## src/rtl/rs232_avm_slave_pkg.sv

```systemverilog
// Shared definitions for the RS-232 Avalon-MM slave and its bus master wrapper:
// register offsets, status bit positions and the bus handshake state type.
package rs232_avm_slave_pkg;

  localparam int unsigned RX_OFFSET     = 0;
  localparam int unsigned TX_OFFSET     = 4;
  localparam int unsigned STATUS_OFFSET = 8;

  localparam int unsigned RX_OK_BIT     = 7;
  localparam int unsigned TX_OK_BIT     = 6;
  localparam int unsigned TX_DROP_BIT   = 5;
  localparam int unsigned RX_COUNT_LSB  = 8;

  typedef enum logic {
    S_IDLE = 1'b0,
    S_RESP = 1'b1
  } bus_state_e;

endpackage

```

## src/rtl/uart_byte_fifo.sv

```systemverilog
// Byte FIFO with power-of-two depth. A pop on a full FIFO frees the slot for a
// push in the same cycle; a pop on an empty FIFO is ignored.
module uart_byte_fifo #(
  parameter int unsigned DEPTH = 8,
  localparam int unsigned AW   = $clog2(DEPTH),
  localparam int unsigned CW   = AW + 1
) (
  input  logic          clk_i,
  input  logic          rst_ni,
  input  logic          push_i,
  input  logic [7:0]    data_i,
  input  logic          pop_i,
  output logic          full_o,
  output logic          empty_o,
  output logic [CW-1:0] count_o,
  output logic [7:0]    head_o
);

  logic [7:0]    mem_q [DEPTH];
  logic [AW-1:0] wr_ptr_q;
  logic [AW-1:0] rd_ptr_q;
  logic [CW-1:0] count_q;
  logic          pop_en;
  logic          push_en;

  assign empty_o = (count_q == '0);
  assign full_o  = (count_q == CW'(DEPTH));
  assign count_o = count_q;
  assign head_o  = empty_o ? 8'h00 : mem_q[rd_ptr_q];
  assign pop_en  = pop_i && !empty_o;
  assign push_en = push_i && (!full_o || pop_en);

  // Storage array; contents are don't-care while the slot is unoccupied.
  always_ff @(posedge clk_i) begin
    if (push_en) begin
      mem_q[wr_ptr_q] <= data_i;
    end
  end

  // Pointers wrap naturally modulo DEPTH; count tracks occupancy.
  always_ff @(posedge clk_i or negedge rst_ni) begin
    if (!rst_ni) begin
      wr_ptr_q <= '0;
      rd_ptr_q <= '0;
      count_q  <= '0;
    end else begin
      if (push_en) wr_ptr_q <= wr_ptr_q + AW'(1);
      if (pop_en)  rd_ptr_q <= rd_ptr_q + AW'(1);
      count_q <= count_q + CW'(push_en) - CW'(pop_en);
    end
  end

endmodule

```

## src/rtl/rs232_avm_slave.sv

```systemverilog
// Avalon-MM slave exposing an RX byte FIFO, a TX byte FIFO and a status
// register. Every access is accepted exactly one cycle after it is sampled.
module rs232_avm_slave
  import rs232_avm_slave_pkg::*;
#(
  parameter int unsigned FIFO_DEPTH  = 8,
  parameter int unsigned RX_BASE     = RX_OFFSET,
  parameter int unsigned TX_BASE     = TX_OFFSET,
  parameter int unsigned STATUS_BASE = STATUS_OFFSET
) (
  input  logic        avm_clk,
  input  logic        avm_rst,
  input  logic [4:0]  avm_address,
  input  logic        avm_read,
  output logic [31:0] avm_readdata,
  input  logic        avm_write,
  input  logic [31:0] avm_writedata,
  output logic        avm_waitrequest,
  input  logic [7:0]  i_rx_data,
  input  logic        i_rx_valid,
  output logic        o_rx_ready,
  output logic [7:0]  o_tx_data,
  output logic        o_tx_valid,
  input  logic        i_tx_ready
);

  localparam int unsigned CW          = $clog2(FIFO_DEPTH) + 1;
  localparam logic [4:0]  RX_ADDR     = 5'(RX_BASE);
  localparam logic [4:0]  TX_ADDR     = 5'(TX_BASE);
  localparam logic [4:0]  STATUS_ADDR = 5'(STATUS_BASE);

  bus_state_e    state_q, state_d;
  logic [4:0]    addr_q, addr_d;
  logic          rd_op_q, rd_op_d;
  logic          tx_drop_q, tx_drop_d;

  logic          rx_full, rx_empty, tx_full, tx_empty;
  logic [CW-1:0] rx_count, unused_tx_count;
  logic [7:0]    rx_head;
  logic          in_resp, rd_resp, wr_resp;
  logic          rx_pop, rx_push, tx_pop, tx_wr, tx_push_ok, status_clr;
  logic          unused_wdata;

  assign unused_wdata = ^avm_writedata[31:8];

  assign in_resp    = (state_q == S_RESP);
  assign rd_resp    = in_resp && rd_op_q;
  assign wr_resp    = in_resp && !rd_op_q;
  assign rx_pop     = rd_resp && (addr_q == RX_ADDR) && !rx_empty;
  assign status_clr = rd_resp && (addr_q == STATUS_ADDR);
  assign tx_wr      = wr_resp && (addr_q == TX_ADDR);
  assign tx_pop     = !tx_empty && i_tx_ready;
  assign tx_push_ok = !tx_full || tx_pop;

  // A bus pop on a full RX FIFO opens the slot for a serial push that cycle.
  assign o_rx_ready = !rx_full || rx_pop;
  assign rx_push    = i_rx_valid && o_rx_ready;
  assign o_tx_valid = !tx_empty;

  assign avm_waitrequest = !in_resp;

  uart_byte_fifo #(.DEPTH(FIFO_DEPTH)) u_rx_fifo (
    .clk_i   (avm_clk),
    .rst_ni  (avm_rst),
    .push_i  (rx_push),
    .data_i  (i_rx_data),
    .pop_i   (rx_pop),
    .full_o  (rx_full),
    .empty_o (rx_empty),
    .count_o (rx_count),
    .head_o  (rx_head)
  );

  uart_byte_fifo #(.DEPTH(FIFO_DEPTH)) u_tx_fifo (
    .clk_i   (avm_clk),
    .rst_ni  (avm_rst),
    .push_i  (tx_wr),
    .data_i  (avm_writedata[7:0]),
    .pop_i   (tx_pop),
    .full_o  (tx_full),
    .empty_o (tx_empty),
    .count_o (unused_tx_count),
    .head_o  (o_tx_data)
  );

  // Bus handshake: sample a request in idle, answer it in the following cycle.
  always_comb begin
    state_d = state_q;
    addr_d  = addr_q;
    rd_op_d = rd_op_q;
    unique case (state_q)
      S_IDLE: begin
        if (avm_read || avm_write) begin
          state_d = S_RESP;
          addr_d  = avm_address;
          rd_op_d = avm_read;
        end
      end
      S_RESP:  state_d = S_IDLE;
      default: state_d = S_IDLE;
    endcase
  end

  // Sticky drop flag: set by a TX write that finds no room, cleared by a status read.
  always_comb begin
    tx_drop_d = tx_drop_q;
    if (tx_wr && !tx_push_ok) begin
      tx_drop_d = 1'b1;
    end else if (status_clr) begin
      tx_drop_d = 1'b0;
    end
  end

  // Read data is only driven during the response cycle of a read.
  always_comb begin
    avm_readdata = '0;
    if (rd_resp) begin
      if (addr_q == RX_ADDR) begin
        avm_readdata[7:0] = rx_head;
      end else if (addr_q == STATUS_ADDR) begin
        avm_readdata[RX_OK_BIT]            = !rx_empty;
        avm_readdata[TX_OK_BIT]            = !tx_full;
        avm_readdata[TX_DROP_BIT]          = tx_drop_q;
        avm_readdata[RX_COUNT_LSB +: CW]   = rx_count;
      end
    end
  end

  // Bus state and latched request; reset aborts any access in flight.
  always_ff @(posedge avm_clk or negedge avm_rst) begin
    if (!avm_rst) begin
      state_q   <= S_IDLE;
      addr_q    <= '0;
      rd_op_q   <= 1'b0;
      tx_drop_q <= 1'b0;
    end else begin
      state_q   <= state_d;
      addr_q    <= addr_d;
      rd_op_q   <= rd_op_d;
      tx_drop_q <= tx_drop_d;
    end
  end

endmodule

```

## config.mk

```make
export PLATFORM = sky130hd
export DESIGN_NAME = rs232_avm_slave
export DESIGN_NICKNAME = d
export VERILOG_FILES = /design/src/rtl/rs232_avm_slave_pkg.sv /design/src/rtl/uart_byte_fifo.sv /design/src/rtl/rs232_avm_slave.sv
export SDC_FILE = /design/constraint.sdc
export NUM_CORES = 1
export LEC_CHECK = 0
export ABC_AREA = 1
export CAP_MARGIN = 20
export CORE_ASPECT_RATIO = 1.2
export CORE_MARGIN = 2
export CORE_UTILIZATION = 35
export DETAILED_ROUTE_END_ITERATION = 16
export GPL_TIMING_DRIVEN = 0
export PLACE_DENSITY = 0.57
export SKIP_LAST_GASP = 1
export SLEW_MARGIN = 40
export SYNTH_ARGS = -nofsm -noshare
export SYNTH_HDL_FRONTEND = slang
export SYNTH_SLANG_ARGS = --single-unit
export TNS_END_PERCENT = 50
```

## constraint.sdc

```tcl
create_clock -name avm_clk -period 1.9 [get_ports avm_clk]
set_input_delay 0.38 -clock avm_clk [delete_from_list [all_inputs] [get_ports avm_clk]]
set_output_delay 0.38 -clock avm_clk [all_outputs]
set_load 0.01 [all_outputs]
```

==> impl_metrics.ini, run 1 <==
[status]
status = finished with violations
violations = negative setup slack

[sta]
setup_viol_count_final = 49
grt_setup_unrepaired = yes
worstMarginPinSlew_ns = 0.652
fin_crit_sh_pct = 116
worst_slack_ns = -0.308
hold_violations = 0
slew_headroom_pct = 56.5
finalMaxSlewViolations = 0
fmax_mhz = 453
fin_worst_skew_ns = 0.0136
finalCriticalPeriod_ns = 2.21

[global_routing]
grt.overflow.total = 0
antenna_found_initial = 0
first_global_vias = 4781
grt_max_degree = 29
grt_usage_pct = 15.7
grt_pass1_wl_mm = 24.7

[route]
dr_total_vias = 4892
wl_per_cell_um = 16.1
dr.pass1.iters = 5
wirelength_mm = 16.6
ant_nets = 0
drt-initial-drc-count = 353
drc = 0
viasPerCell = 4.74

[yosys]
ys_types = 35
synth_area_mm2 = 0.00693
synth_edf_count = 128
synth_cells = 626
async_flop_share_pct = 17.9
seq_area_frac_synth_pct = 65.6
yosysWarnings = 0
synth_area_per_cell_um2 = 11.1
ys_ff_latch = 156
synth-main-ff-cell = edfxtp_1

[critical_path]
path_class = reg -> out
worstSetupEndpointType = output pin
r2r_slack_ns = -0.15
path_max_fanout = 7
r2r-end = u_rx_fifo.count_o[1]
arrival_ns = 1.83
cp-start-kind = flip-flop
r2r_cells = 11
endpoint = avm_readdata[6]
r2r-start = addr_q[1]
crit_required_ns = 1.52
cp-startpoint = u_rx_fifo.rd_ptr_q[0]

[worst_hold_path]
min_path_cells = 2
hp-class = reg -> reg

[clocking]
cts_made_buffers = 17
clockBufferDepth = 2
clock-sinks = 156
ctsRootBufferMaster = clkbuf_16
cts_tree = built
clkSlewWorstSetupHoldPaths_ns = 0.06
htreeDepth = 4
clock_latency_ns = 0.43

[job]
maxCapViolCount = 0

[floorplanning]
core_mm2 = 0.0195
dieWidth_um = 132
dieHeight_um = 158
initial_utilization_pct = 35.6
fp-row-count = 56
ios = 94
die-area_mm2 = 0.0209

[placed_design]
place_congestion = 0.774
dpl.cell_count = 955
dp_hpwl_mm = 10.3
port_buffers = 49

[cells_and_area]
fillers = 1772
seq_area_mm2 = 0.00455
finalNetCount = 826
drive_gt1_share_pct = 32.2
antenna_cells = 0
area_growth_pct = 35.5
multi_input_area_mm2 = 0.00243
instances_no_fill = 1031

[power_and_ir_drop]
ir_drop_uv = 806
p_per_area_mw_per_mm2 = 1390
design_power_total_mw = 13.1
p_leak_nw = 3.65
worst min-delay path by stage:
stage	endpoint	start
after floorplan	addr_q[0]	avm_rst
after global placement	tx_drop_q	tx_drop_q
after detailed placement	u_rx_fifo.wr_ptr_q[0]	avm_rst
after CTS	addr_q[3]	avm_address[3]
after global routing	addr_q[3]	avm_address[3]
final	tx_drop_q	tx_drop_q
worst max-delay path: stages (launching register included):
cell      delay [ns]
dfrtp_1         0.37
buf_6           0.17
clkinv_8        0.10
buf_16          0.15
nand2_2         0.05
nand3_1         0.08
nand3_2         0.08
nand3_2         0.09
a21oi_2         0.16
buf_2           0.15
cell families (layout without fill, tap and decap cells):
group	after synthesis	in the layout	synth area share [%]
other	1	20	0.0541
buffers and inverters	94	218	6.61
flip-flops	156	156	65.6
XOR/XNOR	10	10	1.26
AO/OA/AOI/OAI	103	103	7.67
adder cells (fa/ha/maj)	18	18	3.47
AND/OR/NAND/NOR	244	245	15.3
synth_stat cells, types with 3 or more instances:
cell      count  area share [%]
edfxtp_1    128              55
nor2_1      118             6.4
o21ai_0      81             5.9
nand2_1      77             4.2
inv_1        45             2.4
nand3_1      30             2.2
dfrtp_1      28              10
buf_4        22             2.4
ha_1         16             2.9
buf_2        13            0.94
o21ai_1      10            0.72
nor2_2        6            0.54
xor2_1        6            0.76
clkbuf_1      5            0.27
o22ai_1       5            0.45
a21oi_1       4            0.29
nand2_2       4            0.36
xnor2_1       4            0.51
inv_2         3            0.16
nand2_4       3            0.49
where the power goes:
group,total [mW],internal [mW],switching [mW]
sequential,4.52,4.17,0.351
clock,3.38,2.05,1.33
combinational,5.16,2.24,2.92
cells in the final DEF (no fill, tap or decap), types with 2 or more instances in the layout:
cell type and count:
a21oi_1 2, a21oi_2 2, buf_12 8, buf_2 23, buf_4 52, buf_6 12
buf_8 4, bufinv_16 3, clkbuf_1 4, clkbuf_16 20, clkdlybuf4s50_1 26, clkinv_1 3
clkinvlp_4 6, conb_1 20, dfrtp_1 25, dfrtp_2 3, edfxtp_1 128, fa_2 2
ha_1 10, ha_4 6, inv_1 30, inv_2 15, inv_4 3, nand2_1 65
nand2_2 13, nand2_4 5, nand3_1 13, nand3_2 18, nand3_4 2, nor2_1 90
nor2_2 16, nor2_4 18, o21ai_0 42, o21ai_1 45, o21ai_2 5, o22ai_1 5
xnor2_1 4, xor2_1 6
cell type report:
class	instances	share of cell area [%]
multi-input cells	396	25.9
plain buffers	41	4.09
clock inverters	12	1.57
well taps	261	3.48
flip-flops and latches	156	48.5
inverters	52	2.43
repair buffers	93	9.42
clock buffers	20	4.65
per-layer routing:
metal,vias to the layer above,global-route usage (%),part of all wire (%)
li1,2354,-,-
met2,136,29.9,56
met5,-,0,0
met4,0,5.58,2.2
met3,25,3.97,4.2
met1,2377,16.7,38
flip-flops by register name (all words and copies together), names as in the netlist, 3 cells and up:
signal,count
u_rx_fifo.mem_q,64
u_rx_fifo.count_o,4
u_tx_fifo.count_o,4
u_tx_fifo.mem_q,64
u_tx_fifo.wr_ptr_q,3
addr_q,5
u_tx_fifo.rd_ptr_q,3
u_rx_fifo.rd_ptr_q,3
u_rx_fifo.wr_ptr_q,3
repair_timing:
| action | 4_1_cts | 5_1_grt |
|---|---|---|
| gates resized for setup | 214 | 71 |
| endpoints found under the setup margin | 156 | 157 |
| setup buffers | 21 | 20 |
| cloned | 1 | 3 |
| endpoints found under the hold margin | 19 | 0 |
| pin swaps | 39 | 40 |
| hold buffers | 1 | 0 |
stage by stage:
stage / area [µm²] / hold slack [ns] / setup WS (ns) / util [%] / TNS (ns)
floorplan: 7040 / 0.0844 / -0.0565 / - / -0.192
global placement: 7860 / 0.479 / -0.606 / 40.4 / -51.11
detailed placement: 7870 / 0.451 / -0.627 / 40.4 / -44.97
CTS: 8870 / 0.482 / -0.298 / 45.5 / -18.24
global route: 9390 / 0.489 / -0.434 / 48.2 / -13.64
finish: 9390 / 0.487 / -0.308 / 48.2 / -5.40
Power figures use the tool's default switching activity.
==> run 2, diff against run 1 <==
--- a/config.mk
+++ b/config.mk
@@ -8,7 +8,6 @@
 export ABC_AREA = 1
 export CAP_MARGIN = 20
 export CORE_ASPECT_RATIO = 1.2
-export CORE_MARGIN = 2
 export CORE_UTILIZATION = 35
 export DETAILED_ROUTE_END_ITERATION = 16
 export GPL_TIMING_DRIVEN = 0
==> impl_metrics.ini, run 2 (synthesized netlist as in run 1, its figures left out) <==
[sta]
finalMaxSlewViolations = 0
setup_viol_count_final = 34
slew_headroom_pct = 55.3
finalCriticalPeriod_ns = 2.21
holdWs_ns = 0.494
worst_slack_ns = -0.307
fmax_mhz = 453
worstMarginPinSlew_ns = 0.670
hold_violations = 0
fin_worst_skew_ns = 0.00933
fin_crit_sh_pct = 116
grt_setup_unrepaired = yes

[critical_path]
crit_required_ns = 1.52
r2r_slack_ns = -0.26
cp-start-kind = flip-flop
worstSetupEndpointType = output pin
path_max_fanout = 7
path_class = reg -> out
arrival_ns = 1.83

[cells_and_area]
antenna_cells = 0
finalNetCount = 821
design_area_mm2 = 0.00943
area_growth_pct = 36.1
fillers = 1774
drive_gt1_share_pct = 33.6
final_common_cell = edfxtp_1
final_cell_mix = edfxtp_1 (128), nor2_1 (87), nand2_1 (66)
largestRegisters = u_rx_fifo.mem_q: 64 flops, u_tx_fifo.mem_q: 64 flops, addr_q: 5 flops
final_util_pct = 48.4

[floorplanning]
initial_utilization_pct = 35.6
fp-row-count = 56
dieHeight_um = 156
core_mm2 = 0.0195
die-area_mm2 = 0.0204
ios = 94
dieWidth_um = 130

[clocking]
clockBufferDepth = 2
cts_made_buffers = 17
cts_tree = built
ctsRootBufferMaster = clkbuf_16
clock_latency_ns = 0.42
clock-sinks = 156
htreeDepth = 4
clkSlewWorstSetupHoldPaths_ns = 0.06

[global_routing]
first_global_vias = 4918
antenna_found_initial = 0
grt.overflow.total = 0
grt_pass1_wl_mm = 25.2
grt_max_degree = 29
grt_usage_pct = 17.0

[placed_design]
port_buffers = 49
dp_hpwl_mm = 10.4
place_area_mm2 = 0.00787
place_congestion = 0.787

[route]
wl_per_cell_um = 16.3
drt-initial-drc-count = 288
ant_nets = 0
viasPerCell = 4.69
drc = 0
dr_total_vias = 4804
dr.pass1.iters = 5
wirelength_mm = 16.6

[status]
status = finished with violations
violations = negative setup slack

[worst_hold_path]
hp-class = in -> reg

[power_and_ir_drop]
p_leak_nw = 3.69
p_per_area_mw_per_mm2 = 1410
ir_drop_uv = 828

[job]
maxCapViolCount = 0
[run 2: per-layer routing]
metal  global-route usage (%)  vias up  share of wire [%]  routed length [µm]
met5                        0        -                  0                   0
met4                     6.46        0                1.3                 222
met3                     3.88       16                3.0                 494
met2                     32.3      104                 57                9500
met1                     17.9     2341                 39                6430
li1                         -     2343                  -                   -
[run 2: path summary, 6_finish.rpt]
check,startpoint,to,cells after the start
max in group asynchronous,avm_rst,u_tx_fifo.rd_ptr_q[1],2
worst min-delay path,avm_address[3],addr_q[3],3
min in group asynchronous,avm_rst,u_rx_fifo.wr_ptr_q[0],2
worst max-delay path,u_tx_fifo.rd_ptr_q[0],o_tx_data[1],9
worst max register to register,addr_q[1],u_rx_fifo.count_o[1],12
worst min register to register,tx_drop_q,tx_drop_q,2
[run 2: what timing repair did]
action	4_1_cts	5_1_grt
cloned	3	4
setup endpoints to repair	156	155
pin swaps	40	45
resized for setup	234	83
setup buffers	21	11
endpoints found under the hold margin	26	0
hold buffers	1	0
[run 2: stage by stage]
step | power (mW) | setup WS [ns] | instances | setup TNS (ns)
after CTS | 12.7 | -0.312 | 1009 | -12.45
after floorplan | 7.06 | -0.0565 | 645 | -0.192
final | 13.3 | -0.307 | 1024 | -5.75
after detailed placement | 8.46 | -0.586 | 955 | -46.51
after global placement | 8.27 | -0.614 | 955 | -53.90
after global routing | 14.0 | -0.453 | 1024 | -11.45
[run 2: worst max-delay path: stages (launching register included)]
cell and delay (ns):
dfrtp_2 0.48, buf_4 0.17, buf_6 0.13, nor2_1 0.10
nor2_1 0.04, o21ai_0 0.06, o21ai_0 0.10, o21ai_1 0.12
nor2_1 0.07, buf_2 0.14
[run 2: where the power goes]
group	internal [mW]	total [mW]	switching [mW]
Combinational	2.37	5.39	3.02
Sequential	4.17	4.53	0.362
Clock	2.04	3.35	1.32
[run 2: layout make-up]
cell class	instances	area [µm²]	share of cell area [%]
Buffer	41	400	4.25
Inverter	52	233	2.47
Clock buffer	17	425	4.51
Timing Repair Buffer	87	826	8.76
Tap cell	261	327	3.46
Clock inverter	13	151	1.61
Multi-Input combinational cell	396	2510	26.6
Sequential cell	156	4550	48.2
Timing Repair inverter	1	8.76	0.0929
==> run 3, diff against run 2 <==
--- a/config.mk
+++ b/config.mk
@@ -11,10 +11,11 @@
 export CORE_UTILIZATION = 35
 export DETAILED_ROUTE_END_ITERATION = 16
 export GPL_TIMING_DRIVEN = 0
-export PLACE_DENSITY = 0.57
+export PLACE_DENSITY = 0.56
 export SKIP_LAST_GASP = 1
 export SLEW_MARGIN = 40
 export SYNTH_ARGS = -nofsm -noshare
 export SYNTH_HDL_FRONTEND = slang
+export SYNTH_HIERARCHICAL = 1
 export SYNTH_SLANG_ARGS = --single-unit
 export TNS_END_PERCENT = 50
==> impl_metrics.ini, run 3 <==
[status]
status = finished with violations
violations = negative hold slack, negative setup slack

[route]
wirelength_mm = 18.7
ant_nets = 0
wl_per_cell_um = 14.7
drt-initial-drc-count = 264
drc = 0
dr_total_vias = 5670
dr.pass1.iters = 4
viasPerCell = 4.46

[power_and_ir_drop]
ir_drop_uv = 872
p_per_area_mw_per_mm2 = 1420
p_leak_nw = 5.11

[critical_path]
crit_family = buffers and inverters
path_buf_inv = 5
crit_required_ns = 1.52
cp-start-kind = flip-flop
worstSetupEndpointType = output pin
arrival_ns = 1.91
r2r_slack_ns = -0.31
cpPeakStageDelay_ns = 0.39
path_max_fanout = 5
crit_chain = buf_6 > buf_6 > buf_8 > nand2_1 > nand3_1 > nand3_1 > nand2_1 > nor2_2 > inv_1 > nor2_2 > buf_2
path_class = reg -> out
crit_path_top_delay_cell = dfrtp_1

[floorplanning]
fp-row-count = 59
dieHeight_um = 165
initial_utilization_pct = 35.6
die-area_mm2 = 0.0227
dieWidth_um = 138
ios = 94
core_mm2 = 0.0217

[placed_design]
dp_hpwl_mm = 11.1
port_buffers = 49
dpl.cell_count = 1152
pre_cts_slack_ns = -0.548
place_area_mm2 = 0.00880
place_congestion = 0.757

[cells_and_area]
largestRegisters = u_rx_fifo/mem_q: 64 flops, u_tx_fifo/mem_q: 64 flops, addr_q: 5 flops
finalNetCount = 1052
final_cell_mix = nand2_1 (160), inv_1 (150), edfxtp_1 (128)
final_util_pct = 51.1
antenna_cells = 0
final_common_cell = nand2_1
instances_no_fill = 1272
drive_gt1_share_pct = 38.5
area_growth_pct = 43.4
design_area_mm2 = 0.0111

[sta]
fin_worst_skew_ns = 0.0120
finalMaxSlewViolations = 0
finalCriticalPeriod_ns = 2.29
hold_violations = 11
fin_crit_sh_pct = 120
slew_headroom_pct = 55.5
setup_viol_count_final = 131
holdWs_ns = -0.0186
worst_slack_ns = -0.389
worstMarginPinSlew_ns = 0.668
fmax_mhz = 437
grt_setup_unrepaired = yes

[yosys]
synth_mux_area_share_pct = 0
seq_area_frac_synth_pct = 58.8
synth-main-ff-cell = edfxtp_1
synth_cells = 810
async_flop_share_pct = 17.9
synthTopCellsByCount = nand2_1 (210), inv_1 (164), edfxtp_1 (128)
synth-adder-area-share_pct = 2.78
ys_ff_latch = 156
synth_top_family_by_area = simple AND/OR/NAND/NOR gates
synth.most_common_cell = nand2_1
synth_compound_area_share_pct = 0.680
synthXorXnorAreaFrac_pct = 1.13
yosys.area.top_type = edfxtp_1
synthSimpleGateAreaFrac_pct = 23.2
synth_area_per_cell_um2 = 9.55
synth_top_area_share_pct = 49.7
ys_types = 29
synth_area_mm2 = 0.00773
synth_edf_count = 128
yosysWarnings = 6
synthTopCellsByArea = edfxtp_1 (50%), nand2_1 (10%), dfrtp_1 (9.1%)

[clocking]
cts_made_buffers = 17
clock-sinks = 156
clkSlewWorstSetupHoldPaths_ns = 0.07
clock_latency_ns = 0.42
ctsHoldBuffers = 0
htreeDepth = 4
clockBufferDepth = 2
cts_tree = built
ctsRootBufferMaster = clkbuf_16

[global_routing]
antenna_found_initial = 0
grt.overflow.total = 0
grt_max_degree = 29
first_global_vias = 5495
grt_usage_pct = 16.8
grt_pass1_wl_mm = 27.8

[job]
maxCapViolCount = 0

[worst_hold_path]
hp-class = in -> async
[run 3: changes by cell type in the layout (fill, tap and decap cells not counted), sizes merged, moves of 5 or more]
cell and delta:
nand2 +135, inv +130, o21ai -88, nand3 +69, buf +62, nor2 -55, clkinv -9, o22ai -5
[run 3: layout make-up]
type,instances,area (µm²)
Buffer,44,424
Clock buffer,18,429
Fill cell,1916,10600
Inverter,174,706
Timing Repair Buffer,141,1490
Multi-Input combinational cell,451,2950
Tap cell,274,343
Sequential cell,156,4550
Clock inverter,14,196
[run 3: metrics by stage]
stage	hold WS [ns]	setup TNS [ns]	power, mW
final	-0.0186	-22.59	15.8
after detailed placement	0.467	-49.91	9.50
after floorplan	0.0844	-5.70	7.95
after CTS	0.00533	-21.84	14.6
after global placement	0.477	-57.08	9.43
after global routing	0.0331	-36.98	16.7
[run 3: timing repair]
action	in CTS	in global routing
pin swaps	43	73
resized for setup	177	121
gates cloned	6	3
buffers inserted	54	31
setup endpoints to repair	157	140
[run 3: where the power goes]
group	internal, mW	switching [mW]	total (mW)
registers	4.17	0.261	4.43
clock network	2.13	1.47	3.60
logic	3.70	4.04	7.74
total	10.0	5.77	15.8
[run 3: cells by family after synthesis]
group,Yosys count
flip-flops,156
buffers and inverters,222
XOR/XNOR,10
adder cells (fa/ha/maj),16
AO/OA/AOI/OAI,9
AND/OR/NAND/NOR,396
other,1
[run 3: worst register-to-register path, cell delays in order (launching register included)]
cell     delay (ns)
dfrtp_1        0.37
inv_2          0.08
ha_4           0.17
nand2_4        0.06
buf_8          0.12
inv_4          0.03
inv_4          0.05
nand3_4        0.11
a21oi_4        0.24
nand3_2        0.11
nand2_2        0.08
ha_4           0.14
inv_2          0.04
fa_2           0.50
inv_1          0.03
[run 3: metal layers]
layer	vias up	wire length, µm	track usage (%)
li1	2832	-	-
met1	2661	7240	18.6
met2	135	10200	30.2
met3	42	754	3.44
met4	0	545	8.25
met5	-	0	0
[run 3: final timing paths]
path                                       startpoint                    end  cells after the start
worst max-delay path            u_rx_fifo/rd_ptr_q[0]        avm_readdata[0]                     11
worst min-delay path                          avm_rst  u_rx_fifo/wr_ptr_q[1]                      1
worst max register to register   u_rx_fifo/count_o[2]   u_rx_fifo/count_o[1]                     14
worst min register to register              tx_drop_q              tx_drop_q                      2
max in group asynchronous                     avm_rst   u_tx_fifo/count_o[1]                      1
min in group avm_clk                   avm_address[1]              addr_q[1]                      3
